`config.mk`:
```
export PLATFORM = sky130hd
export DESIGN_NAME = jtag_host
export DESIGN_NICKNAME = d
export VERILOG_FILES = /design/src/rtl/jtag_host.sv
export SDC_FILE = /design/constraint.sdc
export NUM_CORES = 1
export LEC_CHECK = 0
export BUFFER_PORTS_ARGS = -buffer_cell sky130_fd_sc_hd__buf_2
export CORE_MARGIN = 5
export CORE_UTILIZATION = 53
export DETAILED_ROUTE_END_ITERATION = 8
export PLACE_DENSITY = 0.75
export REMOVE_ABC_BUFFERS = 1
export SYNTH_ARGS = -nofsm -noshare
export SYNTH_HDL_FRONTEND = slang
export SYNTH_SLANG_ARGS = --single-unit
```
`constraint.sdc`:
```
create_clock -name clk_i -period 4.8 [get_ports clk_i]
set_clock_uncertainty 0.05 [all_clocks]
set_input_delay 0.96 -clock clk_i [delete_from_list [all_inputs] [get_ports clk_i]]
set_output_delay 0.96 -clock clk_i [all_outputs]
set_load 0.05 [all_outputs]
```
`src/rtl/jtag_host.sv`:
```
// JTAG initiator: walks a target TAP from Run-Test/Idle through one IR or DR
// shift and back, returning the captured TDO bits. tck is clk/2.
module jtag_host #(
  parameter int MAX_LEN = 32
) (
  input  logic               clk_i,
  input  logic               trst_i,
  input  logic               cmd_valid_i,
  output logic               cmd_ready_o,
  input  logic               cmd_ir_i,
  input  logic [5:0]         cmd_len_i,
  input  logic [MAX_LEN-1:0] cmd_data_i,
  output logic               rsp_valid_o,
  output logic [MAX_LEN-1:0] rsp_data_o,
  output logic               tck_o,
  output logic               tms_o,
  output logic               tdi_o,
  input  logic               tdo_i
);

  localparam int CW = 7;
  localparam logic [5:0] MAX_LEN_L = 6'(MAX_LEN);
  localparam logic [CW-1:0] INIT_LAST = 7'd5;

  typedef enum logic [1:0] {ST_INIT, ST_IDLE, ST_SCAN, ST_DONE} state_e;

  state_e             state_q, state_d;
  logic               tck_q, tck_d;
  logic               tms_q, tms_d;
  logic               tdi_q, tdi_d;
  logic [CW-1:0]      cyc_q, cyc_d;
  logic [5:0]         len_q, len_d;
  logic               ir_q, ir_d;
  logic [MAX_LEN-1:0] data_q, data_d;
  logic [MAX_LEN-1:0] mask_q, mask_d;
  logic [MAX_LEN-1:0] cap_q, cap_d;
  logic [MAX_LEN-1:0] rsp_data_q, rsp_data_d;
  logic               rsp_valid_q, rsp_valid_d;
  logic               ready_q, ready_d;

  logic [5:0]         len_clamp;
  logic [MAX_LEN-1:0] cap_upd;
  logic [CW-1:0]      pre_len, shift_end, scan_last, nxt;
  logic               in_shift, nxt_shift, nxt_tms;

  assign len_clamp = (cmd_len_i > MAX_LEN_L) ? MAX_LEN_L : cmd_len_i;

  // mask_q is one-hot on the bit position of the current shift cycle
  for (genvar gi = 0; gi < MAX_LEN; gi++) begin : g_cap
    assign cap_upd[gi] = cap_q[gi] | (mask_q[gi] & tdo_i);
  end

  // Scan cycle layout: [0, pre_len) preamble, [pre_len, shift_end) shift,
  // then Update and Run-Test/Idle.
  always_comb begin
    pre_len   = ir_q ? 7'd4 : 7'd3;
    shift_end = pre_len + {1'b0, len_q};
    scan_last = shift_end + 7'd1;
    nxt       = cyc_q + 7'd1;
    in_shift  = (cyc_q >= pre_len) && (cyc_q < shift_end);
    nxt_shift = (nxt >= pre_len) && (nxt < shift_end);
    if (nxt < pre_len) begin
      nxt_tms = ir_q ? (nxt < 7'd2) : (nxt == 7'd0);
    end else if (nxt < shift_end) begin
      nxt_tms = (nxt == shift_end - 7'd1);
    end else begin
      nxt_tms = (nxt == shift_end);
    end
  end

  always_comb begin
    state_d     = state_q;
    tck_d       = tck_q;
    tms_d       = tms_q;
    tdi_d       = tdi_q;
    cyc_d       = cyc_q;
    len_d       = len_q;
    ir_d        = ir_q;
    data_d      = data_q;
    mask_d      = mask_q;
    cap_d       = cap_q;
    rsp_data_d  = rsp_data_q;
    rsp_valid_d = 1'b0;
    ready_d     = ready_q;

    unique case (state_q)
      ST_INIT: begin
        if (!tck_q) begin
          tck_d = 1'b1;
        end else begin
          tck_d = 1'b0;
          if (cyc_q == INIT_LAST) begin
            state_d = ST_IDLE;
            ready_d = 1'b1;
            tms_d   = 1'b0;
            cyc_d   = '0;
          end else begin
            cyc_d = nxt;
            tms_d = (nxt != INIT_LAST);
          end
        end
      end

      ST_IDLE: begin
        tck_d = 1'b0;
        tdi_d = 1'b0;
        tms_d = 1'b0;
        if (cmd_valid_i && ready_q) begin
          ready_d = 1'b0;
          ir_d    = cmd_ir_i;
          len_d   = len_clamp;
          data_d  = cmd_data_i;
          mask_d  = {{(MAX_LEN-1){1'b0}}, 1'b1};
          cap_d   = '0;
          cyc_d   = '0;
          // Both IR and DR sequences begin with tms=1 (Select-DR-Scan)
          tms_d   = (len_clamp != 6'd0);
          state_d = (len_clamp == 6'd0) ? ST_DONE : ST_SCAN;
        end
      end

      ST_SCAN: begin
        if (!tck_q) begin
          tck_d = 1'b1;
          if (in_shift) begin
            cap_d  = cap_upd;
            mask_d = mask_q << 1;
          end
        end else begin
          tck_d = 1'b0;
          if (cyc_q == scan_last) begin
            state_d     = ST_IDLE;
            rsp_data_d  = cap_q;
            rsp_valid_d = 1'b1;
            ready_d     = 1'b1;
            tms_d       = 1'b0;
            tdi_d       = 1'b0;
          end else begin
            cyc_d = nxt;
            tms_d = nxt_tms;
            if (nxt_shift) begin
              tdi_d  = data_q[0];
              data_d = data_q >> 1;
            end else begin
              tdi_d = 1'b0;
            end
          end
        end
      end

      ST_DONE: begin
        rsp_data_d  = cap_q;
        rsp_valid_d = 1'b1;
        ready_d     = 1'b1;
        state_d     = ST_IDLE;
      end

      default: state_d = ST_INIT;
    endcase
  end

  always_ff @(posedge clk_i or posedge trst_i) begin
    if (trst_i) begin
      state_q     <= ST_INIT;
      tck_q       <= 1'b0;
      tms_q       <= 1'b1;
      tdi_q       <= 1'b0;
      cyc_q       <= '0;
      len_q       <= '0;
      ir_q        <= 1'b0;
      data_q      <= '0;
      mask_q      <= '0;
      cap_q       <= '0;
      rsp_data_q  <= '0;
      rsp_valid_q <= 1'b0;
      ready_q     <= 1'b0;
    end else begin
      state_q     <= state_d;
      tck_q       <= tck_d;
      tms_q       <= tms_d;
      tdi_q       <= tdi_d;
      cyc_q       <= cyc_d;
      len_q       <= len_d;
      ir_q        <= ir_d;
      data_q      <= data_d;
      mask_q      <= mask_d;
      cap_q       <= cap_d;
      rsp_data_q  <= rsp_data_d;
      rsp_valid_q <= rsp_valid_d;
      ready_q     <= ready_d;
    end
  end

  assign cmd_ready_o = ready_q;
  assign rsp_valid_o = rsp_valid_q;
  assign rsp_data_o  = rsp_data_q;
  assign tck_o       = tck_q;
  assign tms_o       = tms_q;
  assign tdi_o       = tdi_q;

endmodule

```
Word-level counts from Yosys, hierarchy flattened
Cells that the tools add are included.
{"block": "classes", "addsub": 4, "magnitude_cmp": 7, "n_eq_ne": 17, "mux": 55, "n_bitwise": 64, "reduce_logical": 20}
{"operator": "$mux W32", "n": 12}
{"operator": "$pmux W32 S2", "n": 4}
{"operator": "$mux W7", "n": 5}
{"operator": "$and A1 B1 Y1", "n": 32}
{"operator": "$or A1 B1 Y1", "n": 32}
{"operator": "$eq A7 B7 Y1", "n": 3}
{"operator": "$pmux W7 S3", "n": 1}
{"operator": "$mux W1", "n": 20}
{"operator": "$ne A2 B2 Y1 const B", "n": 9}
{"operator": "$reduce_and A5 Y1", "n": 3}
{"operator": "$add A7 B1 Y7 const B", "n": 2}
{"operator": "$ge A7 B3 Y1", "n": 2}
{"operator": "$lt A7 B7 Y1", "n": 2}
{"operator": "$mux W2", "n": 5}
{"operator": "$pmux W2 S4", "n": 1}
{"operator": "$add A3 B6 Y7", "n": 1}
{"operator": "$eq A7 B3 Y1 const B", "n": 1}
{"operator": "$logic_not A7 Y1", "n": 1}
{"operator": "$lt A7 B2 Y1 const B", "n": 1}
{"operator": "$lt A7 B3 Y1", "n": 1}
{"operator": "$ne A7 B3 Y1 const B", "n": 1}
{"operator": "$sub A7 B1 Y7 const B", "n": 1}
{"operator": "$gt A6 B6 Y1 const B", "n": 1}
{"operator": "$logic_not A6 Y1", "n": 1}
{"operator": "other kinds (16)", "n": 25}
{"block": "word_totals", "regBits": 149, "input_bits": 43, "output_inout_bits": 37, "elab_cells": 180}

Logic depth before layout (Yosys ltp)
Gate-level depths: netlist of the first run.
{"block": "logic_depth", "ltp_word": 9, "ltp_mapped": 17, "depth_no_buf": 15}

Worst setup path after synthesis of the first run
OpenSTA, ideal clock, no wires.
{"block": "synth_path", "path_kind": "reg2reg", "start": "register ir_q", "end": "register data_q[10]", "setup_time_ps": 65, "arrival_ps": 3821, "t_required_ps": 4685, "path_slack_ps": 864, "stages_incl_launch_ff": 18, "synth_period_minus_slack_ps": 3936, "path_cell_list": "dfrtp_1 > inv_1 > ha_1 > inv_1 > fa_1 > nor2b_1 > a2bb2oi_1 > and2_1 > clkbuf_1 > ha_1 > a21o_1 > a21o_1 > a211oi_1 > o211a_1 > a21boi_1 > o21a_1 > buf_6 > o221a_2"}
{"block": "synth_via", "elab_chain_cells": 6, "elab_cells_between_ends": 10, "cone_classes": "add/sub (2); order compare (2); eq/ne (3); mux (1); reduce/logical (2)"}
{"element": "from (decl)", "line_no": "33", "rtl": "logic ir_q, ir_d;"}
{"element": "from (signal assigned)", "line_no": "184", "rtl": "ir_q <= ir_d;"}
{"element": "$mux W3 (*)", "line_no": "56", "rtl": "pre_len = ir_q ? 7'd4 : 7'd3;"}
{"element": "$add A3 B6 Y7", "line_no": "57", "rtl": "shift_end = pre_len + {1'b0, len_q};"}
{"element": "$add A7 B1 Y7 / $lt A7 B7 Y1 (equally long branches)", "line_no": "58, 61"}
{"element": "$eq A7 B7 Y1 / $logic_and A1 B1 Y1 (equally long branches)", "line_no": "131, 61"}
{"element": "$ne A2 B2 Y1 (no source line)"}
{"element": "$reduce_and A5 Y1 (no source line) (*)"}
{"element": "to (signal assigned)", "line_no": "185", "rtl": "data_q <= data_d;"}
{"element": "to (decl)", "line_no": "34", "rtl": "logic [MAX_LEN-1:0] data_q, data_d;"}
Mark *: on every way between the ends. The rest lies on a longest branch, timed or not.
A chain may end at the register's enable or synchronous reset.

Worst setup path after layout of the first run
{"block": "layout_path", "start": "register ir_q", "end": "register data_q[5]"}
The elaborated chain is that of the path after synthesis.

==> results of run 1 <==
[power by group]
group / switching (mW) / internal [mW] / total (mW)
Combinational: 0.0298 / 0.0143 / 0.0441
Clock: 0.505 / 0.753 / 1.26
Sequential: 0 / 1.26 / 1.26
Total: 0.534 / 2.02 / 2.56
[worst reg2reg max path: cells and delay by family (launching register included)]
kind,cells,cell delay [ps]
compound gates,8,1750
flops,1,450
buf+inv,3,590
fa+ha+maj,3,910
simple gates,2,560
[per-stage QoR]
step / TNS (ps) / power [mW] / worst slack (ps) / hold slack (ps)
detailed placement: 0 / 1.33 / 279 / 430
global route: 0 / 2.65 / 70.7 / 460
finish: 0 / 2.56 / 430 / 447
global placement: 0 / 1.32 / 453 / 432
floorplan: -32030 / 1.30 / -216 / 406
CTS: 0 / 2.59 / 282 / 447
[cells in the mapped netlist, types with 6 or more instances]
| master | instances | share of area |
|---|---|---|
| nor2b_1 | 7 | 0.0059 |
| mux2_2 | 6 | 0.0091 |
| nor2_1 | 10 | 0.0051 |
| a32o_1 | 32 | 0.043 |
| dfrtp_1 | 148 | 0.50 |
| ha_1 | 33 | 0.056 |
| clkbuf_1 | 28 | 0.014 |
| or3_1 | 33 | 0.028 |
| nand2_1 | 21 | 0.011 |
| a22o_1 | 32 | 0.038 |
| nand3_1 | 11 | 0.0074 |
| mux2_4 | 30 | 0.061 |
| o221a_2 | 31 | 0.047 |
| nand4_1 | 6 | 0.0051 |
| o21ai_0 | 22 | 0.015 |
| nand2b_1 | 8 | 0.0068 |
| buf_6 | 6 | 0.0091 |
| xor2_1 | 8 | 0.0095 |
| inv_1 | 21 | 0.011 |
| xnor2_1 | 15 | 0.018 |
| buf_2 | 7 | 0.0047 |
| a21oi_1 | 10 | 0.0068 |
[sequential cells by signal, indices dropped and copies added (netlist names)]
name / cells
len_q: 6
cmd_ready_o: 1
rsp_data_o: 32
data_q: 32
tms_o: 1
tck_o: 1
rsp_valid_o: 1
mask_q: 32
state_q: 2
cap_q: 32
ir_q: 1
cyc_q: 7
tdi_o: 1
[cell type report]
cell class | instances | area (um2) | area share
Inverter | 22 | 87.6 | 0.0103
Timing Repair Buffer | 88 | 475 | 0.0562
Tap cell | 180 | 225 | 0.0266
Multi-Input combinational cell | 385 | 3380 | 0.399
Clock buffer | 21 | 470 | 0.0556
Clock inverter | 11 | 100 | 0.0118
Sequential cell | 149 | 3730 | 0.441
[metal layers]
layer,track usage,vias up,part of all wire
li1,-,2402,-
met1,0.267,2520,0.46
met2,0.308,120,0.48
met3,0.0525,16,0.043
met4,0.0568,0,0.014
met5,0,-,0
[timing repair]
action | 4_1_cts | 5_1_grt
endpoints found under the setup margin | 0 | 32
setup buffers | 0 | 0
resized for setup | 0 | 1
[cell families (layout without fill, tap and decap cells)]
logic type / Yosys count / after routing / synth area share
muxes: 39 / 39 / 0.0741
buffers and inverters: 64 / 142 / 0.0399
AOI/OAI and AO/OA: 162 / 162 / 0.191
xor gates and xnor gates: 25 / 25 / 0.0335
adders and majority gates: 34 / 34 / 0.0586
and+or+nand+nor: 125 / 125 / 0.0987
DFF: 149 / 149 / 0.504
[worst paths after layout]
kind,from,to
hold reg to reg,len_q[2],len_q[2]
setup reg to reg,ir_q,data_q[5]
setup / recovery,ir_q,data_q[5]
hold / removal,len_q[2],len_q[2]
min in group asynchronous,trst_i,rsp_data_o[7]
max in group asynchronous,trst_i,tms_o
==> key figures, run 1 <==
Timing
  – Max Transition Viols Final: 0
  – Worst-Margin Slew: 1120 ps
  – Max_slew headroom: 0.254
  – Period utilization: 0.910
  – Final min period: 4370 ps
  – Fin. Hold Viols: 0
  – Setup repair after global routing missed its margin: false
  – Setup Viol. Count Final: 0
  – Fmax: 0.229 GHz

Logic synthesis
  – Flops & latches, synth: 149
  – Yosys Warn Count: 0
  – Post-synth top flop: dfrtp_1
  – Mapped Avg Cell Area: 12.4 um2
  – Cell count after synthesis: 598
  – Ys async rst share: 1.00
  – Mapped Area: 7390 um2
  – Post-synthesis sequential area ratio: 0.504
  – Unique masters post-synth: 63
  – Post-synth EDFFs: 0

Final layout
  – Most frequent cells in the layout: dfrtp_1, buf_2, or3_1, ha_1
  – Fin area: 8460 um2
  – Ant diodes: 0
  – Post-layout nets: 740
  – Final-layout fill cell count: 1134
  – Non-Filler Instances: 856
  – Commonest non-fill, non-tap cell in the layout: dfrtp_1
  – Share of cells above drive strength 1: 0.297
  – Final core utilization: 0.615
  – Area grow syn2layout: 14.5%

Place
  – Placed cell count: 824
  – Hpwl dp: 10400 um
  – PortBufs: 79
  – GPL Wtd Cong: 0.906
  – Area of placed instances: 7890 um2

CTS
  – H-tree depth: 4
  – Clk slew on worst S/H paths: 60 ps
  – CTS tree: built
  – Num CTS Buffers: 17
  – Max Buffers Root-to-Sink: 2
  – Clock sinks: 149
  – Worst-Skew Late Latency: 420 ps
  – Root buffer cell: clkbuf_16
  – Cts hold-fix bufs: 0

Worst setup path
  – Cells along the critical path: inv_1 -> ha_1 -> inv_1 -> fa_1 -> nor2b_1 -> a2bb2oi_1 -> and2_1 -> ha_1 -> a21o_1 -> a21o_1 -> a211oi_2 -> o211a_1 -> a21boi_1 -> o21a_1 -> buf_4 -> o221a_2
  – Crit path max-delay family: compound AO/OA/AOI/OAI gates
  – Req. time, crit path: 5110 ps
  – Crit Path Class: reg2reg
  – Slowest-stage cell, CP: dfrtp_1
  – Startpoint types: flip-flop
  – Reg-to-reg setup timing slack: 430 ps
  – CP Max Fanout: 32
  – Worst Path Arrival: 4680 ps
  – R2R depth: 16
  – Worst path depth: 16
  – Crit. End Element: flip-flop
  – CP bufs+invs: 3
  – Worst stage delay on the critical path: 450 ps

Detailed routing
  – Post-DR vias/cell: 5.91
  – Remaining DRCs: 0
  – Starting DRT DRC Count: 335
  – Detail Route Antenna Nets: 0
  – Via count: 5058
  – Routed wire length: 15200 um
  – Pre-antenna DRT Iters: 5
  – DR WL/cell: 17.8 um

Floorplan
  – Die span in y: 128 um
  – I/O Pins: 80
  – Initial Util: 0.537
  – Row cnt: 43
  – Core Box Area: 13800 um2
  – Die width: 128 um
  – Die area: 16400 um2

Global route
  – Gr ovfl total: 0
  – First-pass GRT wire length: 25800 um
  – Largest net degree at the start of global routing: 99
  – Overall routing resource usage: 0.195
  – Antenna violations before repair: 0
  – Via count of the first global-routing pass: 5168

Pwr
  – PD cells: 302 nW/um2
  – Max IR drop VDD: 0.000211 V
  – Static Leak: 4.15 nW

Outcome
  – Status: complete, no violations

Worst hold path
  – Worst hold path depth: 2
  – HP Class: reg2reg

Job
  – Max-Cap Viols: 0
Note: power is estimated with default switching activity, not from simulation.
==> run 2: changes to the inputs <==
==> constraint.sdc (replaced) <==
create_clock -name clk_i -period 4.8 [get_ports clk_i]
set_clock_uncertainty 0.05 [all_clocks]
set_input_delay 0.72 -clock clk_i [delete_from_list [all_inputs] [get_ports clk_i]]
set_output_delay 0.72 -clock clk_i [all_outputs]
set_load 0.05 [all_outputs]
==> run 2 against run 1 <==
Compared with the run above: maximum frequency decreased by 3.0%; non-clock buffer count decreased by 1; global-route usage grew 0.057 points; critical path type unchanged; critical endpoint is now data_q[14].
==> key figures, run 2 (same netlist as run 1, synthesis figures left out) <==
Place
  – PortBufs: 79 (unchanged)
  – Place WS: 358 ps (+79.1 ps)
  – Area of placed instances: 7880 um2 (about the same)
  – Placed cell count: 823 (-0.12%)
  – Hpwl dp: 10400 um (-0.56%)
  – GPL Wtd Cong: 0.965 (+6.5%)

Pwr
  – Clock share of power: 0.505 (+0.013)
  – Total design power: 2.63 mW (+2.7%)
  – Psw: 562 uW (+5.1%)
  – Gate power share: 0.017 (about the same)
  – PD cells: 310 nW/um2 (+2.4%)
  – Static Leak: 4.16 nW (+0.20%)
  – Internal power: 2.07 mW (+2.0%)
  – Max IR drop VDD: 0.000402 V (+90%)
  – Seq pwr share: 0.478 (-0.013)
  – Switch share: 0.214 (+0.00494)

Worst setup path
  – Req. time, crit path: 5100 ps (about the same)
  – Startpoint types: flip-flop
  – Slowest-stage cell, CP: dfrtp_1
  – Cells along the critical path: inv_1 -> ha_1 -> inv_1 -> fa_1 -> nor2b_1 -> a2bb2oi_1 -> and2_1 -> ha_1 -> a21o_1 -> a21o_1 -> a211oi_1 -> o211a_1 -> a21boi_1 -> o21a_1 -> buf_4 -> o221a_2
  – FF-to-FF End: data_q[14]
  – Crit Path Class: reg2reg
  – Worst stage delay on the critical path: 460 ps (about the same)
  – Reg-to-reg setup timing slack: 290 ps (-140 ps)
  – CP bufs+invs: 3 (unchanged)
  – Crit path max-delay family: compound AO/OA/AOI/OAI gates
  – Worst Path Arrival: 4800 ps (+120 ps)
  – R2r startpoint: ir_q
  – R2R depth: 16 (unchanged)
  – Crit. End Element: flip-flop
  – CP Max Fanout: 32 (unchanged)

Global route
  – Overall routing resource usage: 0.196 (+0.000573)
  – Via count of the first global-routing pass: 5231 (+1.2%)
  – First-pass GRT wire length: 26200 um (+1.8%)
  – Gr ovfl total: 0 (unchanged)
  – Antenna violations before repair: 0 (unchanged)
  – Largest net degree at the start of global routing: 125 (+26%)

Final layout
  – Fin area: 8490 um2 (+0.27%)
  – Post-layout nets: 739 (-0.14%)
  – Commonest non-fill, non-tap cell in the layout: dfrtp_1
  – Non-Filler Instances: 855 (-0.12%)
  – Share of cells above drive strength 1: 0.296 (-0.00104)
  – Most frequent cells in the layout: dfrtp_1, buf_2, or3_1, ha_1
  – Ant diodes: 0 (unchanged)
  – Final core utilization: 0.616 (+0.00163)
  – Area grow syn2layout: 14.8%

Floorplan
  – Die area: 16400 um2 (unchanged)
  – Die width: 128 um (unchanged)
  – Core Box Area: 13800 um2 (unchanged)
  – Row cnt: 43 (unchanged)
  – Initial Util: 0.537 (unchanged)
  – I/O Pins: 80 (unchanged)
  – Die span in y: 128 um (unchanged)

Detailed routing
  – DR WL/cell: 18.0 um (+0.89%)
  – Via count: 5131 (+1.4%)
  – Routed wire length: 15400 um (+0.77%)
  – Starting DRT DRC Count: 435 (+30%)
  – Remaining DRCs: 0 (unchanged)
  – Post-DR vias/cell: 6.00 (+1.6%)
  – Pre-antenna DRT Iters: 5 (unchanged)
  – Detail Route Antenna Nets: 0 (unchanged)

Timing
  – Fmax: 0.222 GHz (-3.0%)
  – Max_slew headroom: 0.249 (-0.00530)
  – PnR worst setup slack: 294 ps (-136 ps)
  – Period utilization: 0.939 (+0.0283)
  – Hold WS: 451 ps (+3.78 ps)
  – Final min period: 4510 ps (+136 ps)
  – Setup Viol. Count Final: 0 (unchanged)
  – Worst-Margin Slew: 1120 ps (+7.92 ps)
  – Sum Neg Setup Slack: 0 ps (unchanged)
  – Fin. Hold Viols: 0 (unchanged)
  – Setup repair after global routing missed its margin: false
  – Max Transition Viols Final: 0 (unchanged)

CTS
  – Clk slew on worst S/H paths: 60 ps (about the same)
  – Cells resized by post-CTS repair: 0 (unchanged)
  – Clock sinks: 149 (unchanged)
  – Postcts setup bufs: 0 (unchanged)
  – CTS tree: built
  – Max Buffers Root-to-Sink: 2 (unchanged)
  – Num CTS Buffers: 17 (unchanged)
  – Cts hold-fix bufs: 0 (unchanged)
  – H-tree depth: 4 (unchanged)
  – Root buffer cell: clkbuf_16
  – Worst-Skew Late Latency: 410 ps (about the same)

Worst hold path
  – Worst hold path depth: 1 (-1)
  – Hold Crit Start: cap_q[0]
  – HP Class: reg2reg
  – Hold Path End: cap_q[0]

Job
  – Max-Cap Viols: 0 (unchanged)

Outcome
  – Status: complete, no violations
[run 2: cell count changes in the layout (fill, tap and decap cells not counted), moves of 2 or more]
cell and change:
clkbuf_8 -2, inv_8 +3, clkinv_2 -3, inv_6 +2
[run 2: per-layer routing]
layer | global-route usage | up-vias | share of wire
met2 | 0.313 | 149 | 0.48
met4 | 0.0562 | 0 | 0.014
met3 | 0.0417 | 17 | 0.051
met5 | 0 | - | 0
li1 | - | 2409 | -
met1 | 0.271 | 2556 | 0.46
[run 2: how the worst max path moves through the flow]
| stage | start | to | slack (ps) | depth (start not counted) |
|---|---|---|---|---|
| final | ir_q | data_q[14] | 290 | 16 |
| after global routing | ir_q | data_q[14] | 60 | 16 |
| after floorplan | trst_i | cap_q[0] | 20 | 1 |
| after global placement | ir_q | data_q[10] | 570 | 16 |
| after CTS | ir_q | data_q[14] | 330 | 16 |
| after detailed placement | ir_q | data_q[24] | 360 | 16 |
[run 2: power by group through the flow]
stage / Combinational (mW) / Clock (mW) / Sequential (mW)
2_1_floorplan: 0.0199 / 0 / 1.28
3_3_place_gp: 0.0446 / 0 / 1.28
3_5_place_dp: 0.0462 / 0 / 1.28
4_1_cts: 0.0461 / 1.35 / 1.26
5_1_grt: 0.0523 / 1.41 / 1.26
6_report: 0.0436 / 1.33 / 1.26
[run 2: area by class of cell]
type / count / area (um2)
Sequential cell: 149 / 3730
Clock inverter: 14 / 166
Inverter: 22 / 87.6
Clock buffer: 18 / 439
Multi-Input combinational cell: 385 / 3370
Fill cell: 1079 / 5290
Timing Repair Buffer: 87 / 468
Tap cell: 180 / 225
[run 2: worst reg2reg max path: cells and delay by family (launching register included)]
kind                       cells  cell delay [ps]
buffers and inverters          3              600
and+or+nand+nor                2              540
adders and majority gates      3              910
DFF                            1              460
AOI/OAI and AO/OA              8             1890
